$ cat config.mk
export PLATFORM = sky130hd
export DESIGN_NAME = fetch_unit
export DESIGN_NICKNAME = d
export VERILOG_FILES = /design/src/rtl/fetch_unit.sv
export SDC_FILE = /design/constraint.sdc
export NUM_CORES = 1
export LEC_CHECK = 0
export ABC_CLOCK_PERIOD_IN_PS = 30800
export CAP_MARGIN = 15
export CORE_ASPECT_RATIO = 1.2
export CORE_MARGIN = 3
export CORE_UTILIZATION = 42
export CTS_CLUSTER_SIZE = 40
export DETAILED_ROUTE_END_ITERATION = 8
export GPL_TIMING_DRIVEN = 1
export PLACE_DENSITY = 0.64
export SLEW_MARGIN = 20
export SYNTH_ARGS = -nofsm -noshare
export SYNTH_HDL_FRONTEND = slang
export SYNTH_SLANG_ARGS = --single-unit
$ cat constraint.sdc
create_clock -name clk -period 30.8 [get_ports clk]
set_input_delay 7.7 -clock clk [delete_from_list [all_inputs] [get_ports clk]]
set_output_delay 7.7 -clock clk [all_outputs]
set_load 0.05 [all_outputs]
$ cat src/rtl/fetch_unit.sv
// Instruction fetch stage: one outstanding imem read at a time, results buffered
// in a small prefetch queue; redirects flush the queue and drain stale responses.
module fetch_unit #(
  parameter int          DEPTH    = 4,
  parameter logic [31:0] RESET_PC = 32'h0000_0000
) (
  input  logic        clk,
  input  logic        reset,
  output logic        imem_req,
  output logic [31:0] imem_addr,
  input  logic        imem_gnt,
  input  logic        imem_rvalid,
  input  logic [31:0] imem_rdata,
  output logic        out_valid,
  output logic [31:0] out_instr,
  output logic [31:0] out_pc,
  input  logic        out_ready,
  input  logic        redirect,
  input  logic [31:0] redirect_pc
);

  localparam int          AW   = $clog2(DEPTH);
  localparam logic [AW:0] FULL = (AW+1)'(DEPTH);

  typedef enum logic [1:0] {IDLE, REQ, WAIT, DRAIN} state_e;

  state_e        state_q;
  logic          imem_req_q;
  logic [31:0]   fetch_pc_q;
  logic [31:0]   txn_pc_q;
  logic [31:0]   pc_mem_q    [DEPTH];
  logic [31:0]   instr_mem_q [DEPTH];
  logic [AW-1:0] rd_ptr_q, wr_ptr_q;
  logic [AW:0]   count_q;
  logic [AW:0]   count_d;
  logic          push, pop;
  logic [31:0]   redirect_al;

  assign redirect_al = {redirect_pc[31:2], 2'b00};
  // A response is only kept if it belongs to the current fetch stream.
  assign push        = (state_q == WAIT) && imem_rvalid && !redirect;
  assign pop         = (count_q != '0) && out_ready && !redirect;
  assign count_d     = count_q + (AW+1)'(push) - (AW+1)'(pop);

  assign imem_req  = imem_req_q;
  assign imem_addr = fetch_pc_q;
  assign out_valid = (count_q != '0);
  assign out_pc    = pc_mem_q[rd_ptr_q];
  assign out_instr = instr_mem_q[rd_ptr_q];

  always_ff @(posedge clk or posedge reset) begin
    if (reset) begin
      state_q    <= IDLE;
      imem_req_q <= 1'b0;
      fetch_pc_q <= RESET_PC;
      txn_pc_q   <= RESET_PC;
    end else begin
      case (state_q)
        IDLE: begin
          if (redirect) begin
            fetch_pc_q <= redirect_al;
          end else if (count_q < FULL) begin
            state_q    <= REQ;
            imem_req_q <= 1'b1;
          end
        end
        REQ: begin
          if (redirect) begin
            fetch_pc_q <= redirect_al;
            imem_req_q <= 1'b0;
            state_q    <= imem_gnt ? DRAIN : IDLE;
          end else if (imem_gnt) begin
            txn_pc_q   <= fetch_pc_q;
            fetch_pc_q <= fetch_pc_q + 32'd4;
            imem_req_q <= 1'b0;
            state_q    <= WAIT;
          end
        end
        WAIT: begin
          if (redirect) begin
            fetch_pc_q <= redirect_al;
            state_q    <= imem_rvalid ? IDLE : DRAIN;
          end else if (imem_rvalid) begin
            state_q <= IDLE;
          end
        end
        DRAIN: begin
          if (redirect) fetch_pc_q <= redirect_al;
          // The stale response ends the drain even if another redirect lands with it.
          if (imem_rvalid) state_q <= IDLE;
        end
        default: begin
          state_q    <= IDLE;
          imem_req_q <= 1'b0;
        end
      endcase
    end
  end

  always_ff @(posedge clk or posedge reset) begin
    if (reset) begin
      rd_ptr_q <= '0;
      wr_ptr_q <= '0;
      count_q  <= '0;
      for (int i = 0; i < DEPTH; i++) begin
        pc_mem_q[i]    <= '0;
        instr_mem_q[i] <= '0;
      end
    end else if (redirect) begin
      rd_ptr_q <= '0;
      wr_ptr_q <= '0;
      count_q  <= '0;
    end else begin
      if (push) begin
        pc_mem_q[wr_ptr_q]    <= txn_pc_q;
        instr_mem_q[wr_ptr_q] <= imem_rdata;
        wr_ptr_q              <= wr_ptr_q + 1'b1;
      end
      if (pop) rd_ptr_q <= rd_ptr_q + 1'b1;
      count_q <= count_d;
    end
  end

endmodule

; After elaboration in Yosys (flattened, before gate mapping)
; Cells that the tools add are included.
[word_totals]
ff_bits = 330
input_bits = 70
out_inout_bits = 98
word_cells = 84
[op_classes]
add_sub_neg = 5
magnitude_cmp = 4
n_eq_ne = 7
muxes = 33
bitwise_logic = 3
n_reduce_logical = 17
[ops]
columns = cell, n
row1 = 128-bit bitwise mux, 2
row2 = 32-bit two-way mux, 8
row3 = 32-bit binary-select mux with 2-bit select, 2
row4 = 32-bit demux with 2-bit select, 1
row5 = 32-bit one-hot mux with 2 select lines, 1
row6 = "32-bit by 3-bit adder with 32-bit output, second input constant", 1
row7 = 2-bit two-way mux, 12
row8 = 2-bit one-hot mux with 4 select lines, 1
row9 = "3-bit greater-or-equal comparator, second input constant", 2
row10 = 2-bit inverter with 3-bit output, 2
row11 = 3-bit AND reduction, 2
row12 = 2-bit nonzero test, 3
row13 = 1-bit logical AND, 5
row14 = "2-bit by 1-bit adder with 2-bit output, second input constant", 2
row15 = "2-bit equality test, second input constant", 2
row16 = 1-bit two-way mux, 4
row17 = "2-bit != test, second input constant", 2
row18 = 2-bit AND reduction, 2
row19 = 4-bit AND reduction, 1
row20 = 3-bit by 1-bit adder with 3-bit output, 1
row21 = "3-bit by 1-bit < comparator with 1-bit output, second input constant", 1
row22 = "3-bit < comparator, second input constant", 1
row23 = 3-bit two-way mux, 1
row24 = "3-bit != test, second input constant", 1
row25 = other kinds (9), 9

; Depth between registers and ports, before layout
; Gate-level depths: netlist of run 1.
[logic_depth]
ltp_word = 6
depth_mapped = 11
mapped_depth_nobuf = 10

; Least setup slack after synthesis of run 1
; Ideal clock, no wire load.
[synth_path]
kind = input -> register
from = in redirect
to = reg count_q[2]
setup_time_ns = 0.132
t_arrival_ns = 9.679
setup_slack_ns = 20.989
path_stages = 11
path_buffers = 3
cell_sequence = clkbuf_1 buf_1 clkbuf_1 nor2_1 ha_1 inv_1 ha_1 inv_1 fa_1 xnor2_1 nor2_1
[synth_between]
elab_chain_len = 5
word_cells_on_any_way = 6
classes_between = add/sub (2) / mux (1) / reduce/logical (3)
[synth_rtl]
columns = item, line_no
row1 = "start, declared", 18  ; input logic redirect,
row2 = 1-bit zero test, "41, 42"
row3 = 1-bit logical AND, 41  ; assign push = (state_q == WAIT) && imem_rvalid && !redirect;
row4 = 3-bit by 1-bit adder with 3-bit output, 43  ; assign count_d = count_q + (AW+1)'(push) - (AW+1)'(pop);
row5 = 3-bit by 1-bit subtractor with 3-bit output, 43
row6 = 3-bit two-way mux (*), 109  ; end else if (redirect) begin
row7 = "end signal, assigned", 120  ; count_q <= count_d;
row8 = "end, declared", 34  ; logic [AW:0] count_q;
; Every way passes the cells marked *; elsewhere a longest branch is shown, timed or not.
; A chain may end at the register's enable or synchronous reset.

; Worst setup path in the final report of run 1
[layout_path]
from = reg rd_ptr_q[0]
to = out out_pc[23]
[layout_between]
elab_chain_len = 4
[layout_rtl]
columns = item, line_no
row1 = "start, declared", 33  ; logic [AW-1:0] rd_ptr_q, wr_ptr_q;
row2 = "start signal, assigned", 119  ; if (pop) rd_ptr_q <= rd_ptr_q + 1'b1;
row3 = 2-bit inverter with 3-bit output (not written as such), 48  ; assign out_pc = pc_mem_q[rd_ptr_q];
row4 = 32-bit binary-select mux with 2-bit select, 48
row5 = 32-bit two-way mux (not written as such) (2 in series), 48
row6 = "end, declared", 16  ; output logic [31:0] out_pc,
; Every way passes these cells. The select of a mux whose other input is x is not followed.

==> results of run 1 <==
path summary, 6_finish.rpt:
path	from	end	slack [ns]	cells after the start
hold / removal	instr_mem_q[51]	instr_mem_q[51]	0.50	1
max in group asynchronous	reset	pc_mem_q[60]	20.84	4
setup reg to reg	state_q[1]	instr_mem_q[85]	27.91	5
setup / recovery	rd_ptr_q[0]	out_pc[23]	19.66	3
hold reg to reg	instr_mem_q[51]	instr_mem_q[51]	0.50	1
min in group asynchronous	reset	pc_mem_q[91]	7.68	2
cell families after synthesis:
kind of cell               synth area share [%]
and+or+nand+nor                            5.00
DFF                                        56.1
muxes                                      32.0
other                                    0.0264
AOI/OAI and AO/OA                          2.77
adders and majority gates                 0.758
buffers and inverters                      2.64
xor gates and xnor gates                  0.802
layer usage:
metal | up-vias | global-route usage [%] | part of all wire, %
li1 | 3808 | - | -
met3 | 43 | 3.92 | 5.3
met4 | 0 | 5.38 | 2.3
met2 | 212 | 30.0 | 49
met1 | 4531 | 24.2 | 43
met5 | - | 0 | 0
state kept, by name (all words and copies together) (netlist names):
| register | count |
|---|---|
| imem_req | 1 |
| wr_ptr_q | 2 |
| imem_addr | 30 |
| rd_ptr_q | 2 |
| pc_mem_q | 120 |
| state_q | 2 |
| instr_mem_q | 128 |
| txn_pc_q | 30 |
| count_q | 3 |
stage by stage:
step,setup slack [ns],hold slack [ns],util [%],power [uW]
global route,19.42,0.507,51.9,1680
detailed placement,20.05,0.487,48.6,1220
global placement,20.05,0.481,48.6,1210
floorplan,14.30,0.474,-,1020
finish,19.66,0.497,51.9,1600
CTS,19.50,0.500,51.9,1630
worst max-delay path, cell delays in order, from the launching register on:
cell and delay (ns):
dfrtp_4 0.71, buf_4 0.82, mux4_2 0.66, clkdlybuf4s50_1 0.73
final cells by class:
type / instances / share of cell area (%)
clock buffers: 55 / 6.16
clock inverters: 6 / 0.196
inverters: 12 / 0.304
multi-input cells: 555 / 34.3
flip-flops and latches: 318 / 46.1
well taps: 450 / 3.26
repair buffers: 169 / 9.67
power groups by stage:
stage,registers [uW],clock network [uW],logic (uW)
4_1_cts,598,414,614
2_1_floorplan,582,0,438
6_report,596,402,604
3_3_place_gp,600,0,607
3_5_place_dp,605,0,612
5_1_grt,612,430,636
cells in the mapped netlist (all sizes together) (3+ instances only):
library cell	number
dfrtp	318
nand4	12
a21oi	4
ha	7
o31ai	11
and2	4
nor2b	3
and4	5
buf	52
or4	10
a41oi	3
a31oi	11
and3	6
or3	4
o21ai	15
xor2	8
inv	12
mux2	277
nor4	3
nor3	5
nor2	29
xnor2	5
nand2	27
clkbuf	11
mux4	62
nand3	19
==> results.ini, run 1 <==
[synthesis]
synthDominantCellAreaShare_pct=56.1
ys.warnings.count=0
synth_edf_count=0
ys_seq_area_share_pct=56.1
synth_area_leader_cell=dfrtp_1
netlist_area_mm2=0.0142
ys_seq_elements=318
synthDistinctLibCells=51
netlist_instances=945
ys_top_cells_by_area=dfrtp_1 56%, mux2_2 22%, mux4_2 9.8%, buf_2 1.3%, nor2_1 0.77%
async_reset_ff_share_pct=100
synth_ff_type=dfrtp_1
synth.avg_cell_area_um2=15.0

[die]
die_h_um=207
die_x_um=174
initial_utilization_pct=42.7
row_count=73
die_area_mm2=0.0360
ios=168
core_mm2=0.0332

[pwr]
seqPwrFrac_pct=37.2
leakage_uw=0.00777
comb_power_share_pct=37.7
internal-power_uw=1020
switchingPower_uw=587
p_clk_share_pct=25.1
power.density_mw_per_mm2=92.8
ir_drop_mv=0.0621
p_sw_share_pct=36.6

[hold_path]
hold_class=flop to flop

[grt]
grt_pass1_wl_um=52300
antenna_found_initial=0
grt_usage_pct=18.1
grt_max_degree=94
gr-total-overflow=0
grt_pass1_vias=9220

[routing]
drt_iter0_markers=368
wire_per_inst_um=20.8
vias=8594
drt-pass1-iter-count=5
wl_um=32600
ant_nets=0
viasPerCell=5.49
remaining_drc_errors=0

[clock_tree]
cts_tree=built
post_cts_buffers=0
cts_buffers=36
clk_latency_ns=0.52
cts_root_buf=clkbuf_16
cts_max_path_buffers=3
clkSinkCount=318
cts_htree_levels=2
clk_pin_slew_ns=0.06
ctsResizeCount=0
hold_buffers=0

[timing]
slew_violations=0
slew_headroom_pct=25.1
clock_skew_ns=0.0249
rsz0062_at_grt=false
setup_viol=0
fin_crit_sh_pct=36.2
final_hold_viol_count=0
worst_pin_slew_ns=1.12
tns_ns=0
post-route-min-period_ns=11.14
fmax_mhz=89.7

[finish]
syn_to_final_growth_pct=21.6
final-seq-area_mm2=0.00797
fillerInstances=2884
fin_nets=1170
stdcell_area_mm2=0.0173
drive_gt1_share_pct=37.0
n_antenna_cell=0
final_cell_mix=316 x dfrtp_1, 277 x mux2_2, 160 x clkdlybuf4s50_1, 62 x mux4_2, 37 x clkbuf_16
layout_commonest_cell=dfrtp_1
fin_cells=1565
multi_input_area_mm2=0.00592

[worst_setup_path]
crit_path_end_kind=output port
crit_type=flop to output port
cp-start-kind=flop
cp.arrival_ns=3.44
crit_path_max_fanout=44
worstPathRequired_ns=23.10

[placement]
place_area_mm2=0.0162
dpl.hpwl_um=19700
place_congestion=0.785
dp.cells=1504
portBuffers=161

[status]
run_status=complete, no violations

[job]
cap_violations=0

Power figures use the tool's default switching activity.
==> inputs of run 2 (changes only) <==
ABC_CLOCK_PERIOD_IN_PS = 10960   (was 30800)
clock period = 10.96 ns   (was 30.8 ns; I/O delays follow)
==> run 2 against run 1 <==
Non-clock buffer count increased by 4. Total power increased to 2.8 times the previous value. Cell area increased by 0.72%. Clock power increased to 3.0 times the previous value. Largest power group unchanged. Die area unchanged. Combinational power increased to 2.8 times the previous value. Hold slack improved by 0.0012 ns. Setup slack got worse by 15 ns.
==> results.ini, run 2 (synthesis gave the netlist of run 1 again) <==
[clock_tree]
clkSinkCount=318
ctsResizeCount=0
post_cts_buffers=0
cts_root_buf=clkbuf_16
cts_htree_levels=2
clk_pin_slew_ns=0.06
clk_latency_ns=0.52
cts_max_path_buffers=3
hold_buffers=0
cts_tree=built
cts_buffers=35

[finish]
largest_register=instr_mem_q
multi_input_area_mm2=0.00592
largestRegisters=instr_mem_q (128), pc_mem_q (120)
final_cell_mix=316 x dfrtp_1, 277 x mux2_2, 160 x clkdlybuf4s50_1, 62 x mux4_2, 37 x clkbuf_16
fin_cells=1569
fillerInstances=2874
n_antenna_cell=0
layout_commonest_cell=dfrtp_1
fin_nets=1173
drive_gt1_share_pct=37.4
stdcell_area_mm2=0.0174
largest_reg_flops=128
syn_to_final_growth_pct=22.5
final-seq-area_mm2=0.00797

[pwr]
p_sw_share_pct=36.2
total_power_uw=4570
seqPwrFrac_pct=36.7
power.density_mw_per_mm2=263
internal-power_uw=2910
ir_drop_mv=0.165
leakage_uw=0.00782
comb_power_share_pct=37.3
switchingPower_uw=1650
p_clk_share_pct=26.0

[timing]
slew_headroom_pct=26.5
slew_violations=0
final_hold_viol_count=0
fin_crit_sh_pct=57.1
rsz0062_at_grt=false
tns_ns=0
clock_skew_ns=0.0170
post-route-min-period_ns=6.25
fmax_mhz=160
worst_slack_ns=4.71
worst_pin_slew_ns=1.10
setup_viol=0

[routing]
wire_per_inst_um=20.6
vias=8545
remaining_drc_errors=0
drt_iter0_markers=350
ant_nets=0
viasPerCell=5.45
drt-pass1-iter-count=5
wl_um=32400

[die]
row_count=73
core_mm2=0.0332
ios=168
die_h_um=207
initial_utilization_pct=42.7
die_area_mm2=0.0360
die_x_um=174

[job]
cap_violations=0

[worst_setup_path]
cp.arrival_ns=3.51
crit_type=flop to output port
crit_path_end_kind=output port
cp-start-kind=flop
critPathSlowestCell=dfrtp_4
crit_path_max_fanout=36
worstPathRequired_ns=8.22
path_cells=buf_4, mux4_2, clkdlybuf4s50_1
slowest_delay_ns=0.82

[grt]
grt_pass1_wl_um=52000
grt_max_degree=191
antenna_found_initial=0
gr-total-overflow=0
grt_usage_pct=18.1
grt_pass1_vias=9154

[placement]
portBuffers=161
place_congestion=0.790
place_area_mm2=0.0162
dp.cells=1507
dpl.hpwl_um=19800
preCtsSetupSlack_ns=5.13

[hold_path]
hold_class=flop to flop

[status]
run_status=complete, no violations

==> run 2: routing by layer <==
metal | global-route usage, % | part of all wire, % | vias up
li1 | - | - | 3819
met2 | 30.0 | 49 | 200
met5 | 0 | 0 | -
met4 | 5.80 | 3.0 | 0
met3 | 3.57 | 4.8 | 53
met1 | 24.0 | 44 | 4473
==> run 2: worst paths after layout <==
kind | endpoint | slack [ns] | depth (start not counted) | from
setup / recovery | out_pc[22] | 4.71 | 3 | rd_ptr_q[0]
hold / removal | pc_mem_q[22] | 0.50 | 1 | pc_mem_q[22]
setup reg to reg | instr_mem_q[126] | 8.05 | 5 | state_q[1]
hold reg to reg | pc_mem_q[22] | 0.50 | 1 | pc_mem_q[22]
max in group asynchronous | imem_addr[25] | 6.63 | 5 | reset
min in group asynchronous | instr_mem_q[64] | 2.82 | 3 | reset
==> run 2: stage by stage <==
stage	utilization [%]	hold WS, ns
after floorplan	-	0.474
after detailed placement	48.7	0.488
after CTS	52.2	0.501
after global routing	52.3	0.506
after global placement	48.7	0.482
final	52.3	0.499
==> run 2: area by class of cell <==
class                      count  share of cell area (%)
clock buffer                  56                    6.25
clock inverter                 5                   0.453
inverter                      12                   0.281
multi-input combinational    555                    34.0
sequential                   318                    45.8
tap                          450                    3.24
timing repair buffer         173                    9.94
==> run 2: power groups by stage <==
stage | logic (uW) | registers (uW) | clock network (uW)
6_report | 1700 | 1670 | 1190
5_1_grt | 1790 | 1720 | 1270
4_1_cts | 1730 | 1680 | 1230
3_5_place_dp | 1720 | 1700 | 0
3_3_place_gp | 1710 | 1690 | 0
2_1_floorplan | 1230 | 1640 | 0
==> run 2: worst max-delay path, delay by kind of cell, from the launching register on <==
family	cells	cell delay, ns
mux	1	0.65
flops	1	0.82
buf+inv	2	1.50
==> inputs of run 3 (changes only) <==
ABC_CLOCK_PERIOD_IN_PS = 5300   (was 10960)
PLACE_DENSITY = 0.66   (was 0.64)
clock period = 5.3 ns   (was 10.96 ns; I/O delays follow)
==> run 3 against run 2 <==
Clock-buffer cell count shrank 2. Total power grew 110%. Clock skew grew 0.0044 ns. First-iteration DRC count grew 4.0%. Register-to-register slack lost 5.6 ns. Non-clock buffer count grew 3. Flip-flop and latch count is the same. Sequential power grew 110%. Hold slack lost 0.0011 ns. Critical endpoint is now out_pc[23].
==> results.ini, run 3 (synthesis gave the netlist of run 1 again) <==
[die]
initial_utilization_pct=42.7
die_h_um=207
die_area_mm2=0.0360
ios=168
core_mm2=0.0332
die_x_um=174
row_count=73

[grt]
grt_pass1_vias=9507
antenna_found_initial=1
gr-total-overflow=0
grt_pass1_wl_um=52600
grt_max_degree=105
grt_usage_pct=18.2

[finish]
drive_gt1_share_pct=38.2
final_cell_mix=316 x dfrtp_1, 277 x mux2_2, 160 x clkdlybuf4s50_1, 62 x mux4_2, 39 x clkbuf_16
syn_to_final_growth_pct=23.9
largestRegisters=instr_mem_q (128), pc_mem_q (120)
largest_register=instr_mem_q
fin_cells=1577
largest_reg_flops=128
layout_commonest_cell=dfrtp_1
fin_nets=1178
n_antenna_cell=0
fillerInstances=2803

[worst_setup_path]
cp.arrival_ns=3.03
crit_buf_inv=2
worstPathRequired_ns=3.97
crit_path_end_kind=output port
path_cells=buf_12, mux4_2, clkdlybuf4s50_1
critPathTopFamily=buffers and inverters
cp-start-kind=flop
timing.rr.start=state_q[1]
r2r_cells=10
crit_path_max_fanout=43
cp.depth=3
slowest_delay_ns=0.76
critPathSlowestCell=dfrtp_4
crit_type=flop to output port
startpoint=rd_ptr_q[0]

[routing]
remaining_drc_errors=0
wl_met3_um=1470
ant_nets=0
drt-pass1-iter-count=4
wl_met1_um=13900
wl_um=32300
wire_per_inst_um=20.5
viasPerCell=5.46
routed-wl-met2_um=16300
top_layer_used=met5
drt_iter0_markers=364
vias=8611

[pwr]
leakage_uw=0.00791
comb_power_share_pct=36.9
seqPwrFrac_pct=35.9
internal-power_uw=6160
ir_drop_mv=0.365
p_clk_share_pct=27.2
p_sw_share_pct=35.9
switchingPower_uw=3450
power.density_mw_per_mm2=547

[status]
run_status=complete, no violations

[clock_tree]
clk_pin_slew_ns=0.06
clkSinkCount=318
post_cts_buffers=0
cts_tree=built
cts_root_buf=clkbuf_16
clk_latency_ns=0.52
cts_max_path_buffers=3
cts_htree_levels=2
cts_buffers=37
ctsResizeCount=0
hold_buffers=0

[timing]
fin_crit_sh_pct=82.3
slew_violations=0
slew_headroom_pct=35.6
final_hold_viol_count=0
rsz0062_at_grt=false
clock_skew_ns=0.0214
worst_pin_slew_ns=0.965
setup_viol=0
fmax_mhz=229
post-route-min-period_ns=4.36
worst_hold_slack_ns=0.498

[hold_path]
min_from=instr_mem_q[46]
hold_depth=1
hold_class=flop to flop

[placement]
dp.cells=1510
dpl.hpwl_um=20200
place_congestion=0.788
portBuffers=161

[job]
cap_violations=0

run 3: cell types whose count changed in the layout (fill, tap and decap cells not counted):
cell / previous run / this run
buf_4: 10 / 7
clkinv_2: 2 / 4
buf_12: 1 / 8
clkinvlp_4: 1 / 4
clkbuf_1: 10 / 6
inv_8: 0 / 1
buf_16: 1 / 0
clkbuf_16: 37 / 39
bufinv_16: 2 / 3
run 3: through the flow:
step	instance area (um2)	TNS (ns)	power, uW	setup slack (ns)	util, %
after global routing	17600	0	10100	0.747	52.9
after detailed placement	16300	0	7100	1.24	49.0
final	17600	0	9620	0.940	52.9
after floorplan	14200	-83.90	5930	-0.264	-
after CTS	17600	0	9740	0.816	52.8
after global placement	16300	0	7030	1.25	49.0
run 3: cell type report:
type | instances | area [um2] | share of cell area (%)
tap | 450 | 563 | 3.20
timing repair buffer | 176 | 1820 | 10.3
clock inverter | 12 | 153 | 0.868
multi-input combinational | 555 | 5920 | 33.7
inverter | 12 | 48.8 | 0.277
clock buffer | 54 | 1120 | 6.38
sequential | 318 | 7970 | 45.3
run 3: power by group through the flow:
stage          clock, uW  combinational (uW)  sequential, uW
2_1_floorplan          0                2550            3390
3_3_place_gp           0                3560            3480
3_5_place_dp           0                3600            3500
4_1_cts             2680                3610            3460
5_1_grt             2790                3730            3540
6_report            2610                3550            3450
run 3: final timing paths:
| path | endpoint | slack (ns) |
|---|---|---|
| hold reg to reg | instr_mem_q[46] | 0.50 |
| hold / removal | instr_mem_q[46] | 0.50 |
| setup / recovery | out_pc[23] | 0.94 |
| max in group asynchronous | instr_mem_q[112] | 3.07 |
| min in group asynchronous | pc_mem_q[60] | 1.13 |
| setup reg to reg | count_q[2] | 2.49 |
run 3: per-layer routing:
metal	vias up	track usage, %
met5	-	0
met4	2	5.36
met3	52	3.60
met2	209	30.5
met1	4511	24.0
li1	3837	-
==> edit 1, RTL diff (flow settings as in run 2) <==
`DEPTH`: 4 -> 8.
--- a/src/rtl/fetch_unit.sv
+++ b/src/rtl/fetch_unit.sv
@@ -2,5 +2,5 @@
 // in a small prefetch queue; redirects flush the queue and drain stale responses.
 module fetch_unit #(
-  parameter int          DEPTH    = 4,
+  parameter int          DEPTH    = 8,
   parameter logic [31:0] RESET_PC = 32'h0000_0000
 ) (
Function: not settled (the Yosys comparison gave no result); the edit may change what the design does.
==> edit 1 against run 2 <==
Count of clock-buffer cells in the layout rose by 21; cell count rose by 67%; power rose by 47%; via count grew 72%; worst hold slack lost 0.016 ns; wire length is 82% higher; sequential cell count grew 251; clock skew up 0.0028 ns; design area up 72%; synthesized area is 81% higher; setup slack got worse by 0.66 ns; highest routed layer unchanged.
==> edit 1: results (changes against run 2) <==
[pwr]
peakVddDrop_uv = 170  ; +3.2%

[logic_synthesis]
synthMuxAreaShare_pct = 36.5  ; +4.6 points
synth_top_area_share_pct = 55.3  ; -0.76 points
synth-xor-area-share_pct = 0.306  ; -0.50 points
synthTopCellsByCount = 569 x dfrtp_1, 561 x mux2_2, 124 x mux4_2
synth_cell_types = 61  ; +20%
synth.area.top_cells = dfrtp_1 55%, mux2_2 25%, mux4_2 11%
synth_compound_area_share_pct = 1.85  ; -0.92 points
ys_seq_area_share_pct = 55.3  ; -0.76 points
synth_fa_ha_area_share_pct = 0.466  ; -0.29 points
syn-instance-count = 1645  ; +74%
synth.yosys.warnings = 0  ; unchanged

[sta]
relSlewSlack_pct = 26.8  ; +0.27 points
finalClockSkew_ns = 0.0199  ; +0.00285 ns
hold_ws_ns = 0.483  ; -0.0159 ns

[global_routing]
grt_use_met3_pct = 2.60  ; -0.96 points
grt_max_degree = 190  ; -0.52%
antenna_found_initial = 1  ; +1
first_global_vias = 16100  ; +76%
met2_usage_pct = 32.0  ; +1.9 points
globalRouteTotalUtil_pct = 18.7  ; +0.57 points

[final_layout]
nFillCells = 5096  ; +77%
final_nets = 1857  ; +58%
drive_above_1_share_pct = 45.2  ; +7.8 points
design_area_sq_um = 30000  ; +72%
top_regs = instr_mem_q x256, pc_mem_q x240

[drt]
first_iter_violations = 674  ; +93%
avgRoutedWirePerCell_microns = 22.5  ; +9.0%
drt_wl_total_microns = 59000  ; +82%
vias = 14700  ; +72%

[worst_setup_path]
ff2ff_setup_slack_ns = 7.43  ; -0.62 ns
cp_max_fo = 66  ; +83%
crit_arrival_ns = 4.17  ; +0.66 ns
reg2reg_to = instr_mem_q[230]
cpPeakStageDelay_ns = 1.14  ; +0.32 ns

[placement]
gp_congestion = 0.785  ; -0.62%
hpwl_microns = 33700  ; +70%
preCtsSetupSlack_ns = 4.59  ; -0.546 ns
place_area_sq_um = 28100  ; +73%

[clock_network]
cts_resized = 0  ; unchanged
clockBufferDepth = 3  ; unchanged
worstSkewPairLatency_ns = 0.61  ; +0.09 ns

[worst_hold_path]
min_to = instr_mem_q[244]
min-delay-start = instr_mem_q[244]

[run_status]
status = finished clean

## edit 1: cell types whose count changed in the layout (fill, tap and decap cells not counted), sizes merged, moves of 5 or more
cell / delta
mux4: +62
nor3b: +5
or4: -7
clkbuf: +21
inv: +5
clkinv: +13
nor2: +7
dfrtp: +251
buf: +10
a21oi: +6
xor2: -5
mux2: +309
o31ai: -7
## edit 1: how the worst max path moves through the flow
stage           startpoint                to  slack [ns]
2_1_floorplan        reset        count_q[0]        0.47
3_3_place_gp   imem_rvalid     pc_mem_q[169]        4.45
3_5_place_dp   imem_rvalid  instr_mem_q[226]        4.59
4_1_cts        rd_ptr_q[1]     out_instr[13]        3.95
5_1_grt        rd_ptr_q[1]     out_instr[13]        3.89
6_report       rd_ptr_q[1]     out_instr[13]        4.05
## edit 1: routing by layer
layer | wire length, microns | part of all wire, % | up-vias
li1 | - | - | 6449
met1 | 26400 | 45 | 7936
met2 | 29600 | 50 | 234
met3 | 1930 | 3.3 | 63
met4 | 1040 | 1.8 | 0
met5 | 0 | 0 | -
## edit 1: final cells by class
type,count,share of cell area (%)
Inverter,17,0.225
Clock inverter,23,0.843
Antenna cell,1,0.00835
Tap cell,800,3.34
Clock buffer,77,5.34
Sequential cell,569,47.5
Timing Repair Buffer,183,6.11
Multi-Input combinational cell,950,36.6
## edit 1: power by group
part	internal, mW	switching [mW]
combinational	0.939	1.16
clock	1.12	0.815
sequential	2.37	0.331
total	4.43	2.30
## edit 1: logic make-up (layout without fill, tap and decap cells)
logic type,Yosys count,after routing
AOI/OAI and AO/OA,68,68
other,1,5
muxes,711,711
and+or+nand+nor,149,149
xor gates and xnor gates,9,9
DFF,569,569
buffers and inverters,129,300
adders and majority gates,9,9
==> edit 2, RTL diff (flow settings as in run 2) <==
Made on the original files. Encoding of `state_e`: now Gray code (2 bits for 4 states).
--- a/src/rtl/fetch_unit.sv
+++ b/src/rtl/fetch_unit.sv
@@ -23,5 +23,5 @@
   localparam logic [AW:0] FULL = (AW+1)'(DEPTH);
 
-  typedef enum logic [1:0] {IDLE, REQ, WAIT, DRAIN} state_e;
+  typedef enum logic [1:0] {IDLE = 2'b00, REQ = 2'b01, WAIT = 2'b11, DRAIN = 2'b10} state_e;
 
   state_e        state_q;
Check against the original RTL: same outputs for any inputs over 4 cycles, from zero or initial values and one cycle with reset high; so few cycles prove little.
==> edit 2 against run 2 <==
Register-to-register slack gained 0.45 ns; synthesized cell count rose by 4.7%; first-iteration DRC count up 15%; largest power group is now registers; synthesized area decreased by 0.56%; non-clock buffer count down 4; maximum frequency grew 1.4%; sequential cell count unchanged; wire length shrank 2.3%; sequential power decreased by 6%; setup slack better by 0.085 ns; design area is 0.42% higher; power is 5.7% lower.
==> edit 2: results (changes against run 2) <==
[logic_synthesis]
ys_seq_area_share_pct = 56.4  ; +0.31 points
syn-instance-count = 989  ; +4.7%
synthTopCellsByCount = 318 x dfrtp_1, 171 x mux2_2, 107 x nand2_1
synth.area.top_cells = dfrtp_1 56%, mux2_2 14%, mux4_2 9.9%

[pwr]
peakVddDrop_uv = 98.2  ; -40%
clock_power_share_pct = 30.8  ; +4.8 points
power_mw = 4.31  ; -5.7%
switchingPower_mw = 1.50  ; -9.0%

[run_status]
status = finished clean

[final_layout]
num-nonclk-buffers = 169  ; -2.3%
multi_input_cells = 601  ; +8.3%
final_nets = 1220  ; +4.0%
clkbuf_count = 49  ; -13%

[worst_setup_path]
reg2reg_to = instr_mem_q[47]
slowest_stage = buf_4
worstRegToRegCells = 4  ; -1
cp-endpoint = out_pc[31]
ff2ff_setup_slack_ns = 8.50  ; +0.45 ns

[drt]
first_iter_violations = 404  ; +15%

[global_routing]
grt_pass1_wl_microns = 51700  ; -0.64%
globalRouteTotalUtil_pct = 18.0  ; -0.051 points
first_global_vias = 9334  ; +2.0%

[placement]
hpwl_microns = 18900  ; -4.8%
place_inst = 1548  ; +2.7%

[sta]
tightest_slew_ns = 1.09  ; -0.0147 ns

edit 2: changes by cell type in the layout (fill, tap and decap cells not counted), sizes merged, moves of 5 or more:
cell / delta
a21oi: +5
a31oi: -9
buf: -5
bufinv: +5
clkbuf: -7
inv: +6
mux2: -28
nand2: +84
o21ai: +6
o31ai: -11
or4: -10
edit 2: metal layers:
metal | part of all wire, % | routed length [microns] | vias to the layer above
met2 | 49 | 15400 | 216
met5 | 0 | 0 | -
met1 | 45 | 14200 | 4478
li1 | - | - | 3921
met3 | 4.7 | 1500 | 47
met4 | 1.9 | 586 | 0
edit 2: worst max-delay path, delay by kind of cell, from the launching register on:
kind,cells,cell delay [ns]
buffers and inverters,2,1.57
flip-flops,1,0.73
multiplexers,1,0.60
edit 2: per-stage QoR:
step	setup WS (ns)	instance area [sq um]
floorplan	3.98	14100
global placement	5.20	16100
detailed placement	5.20	16100
CTS	4.63	17500
global route	4.54	17500
finish	4.79	17500
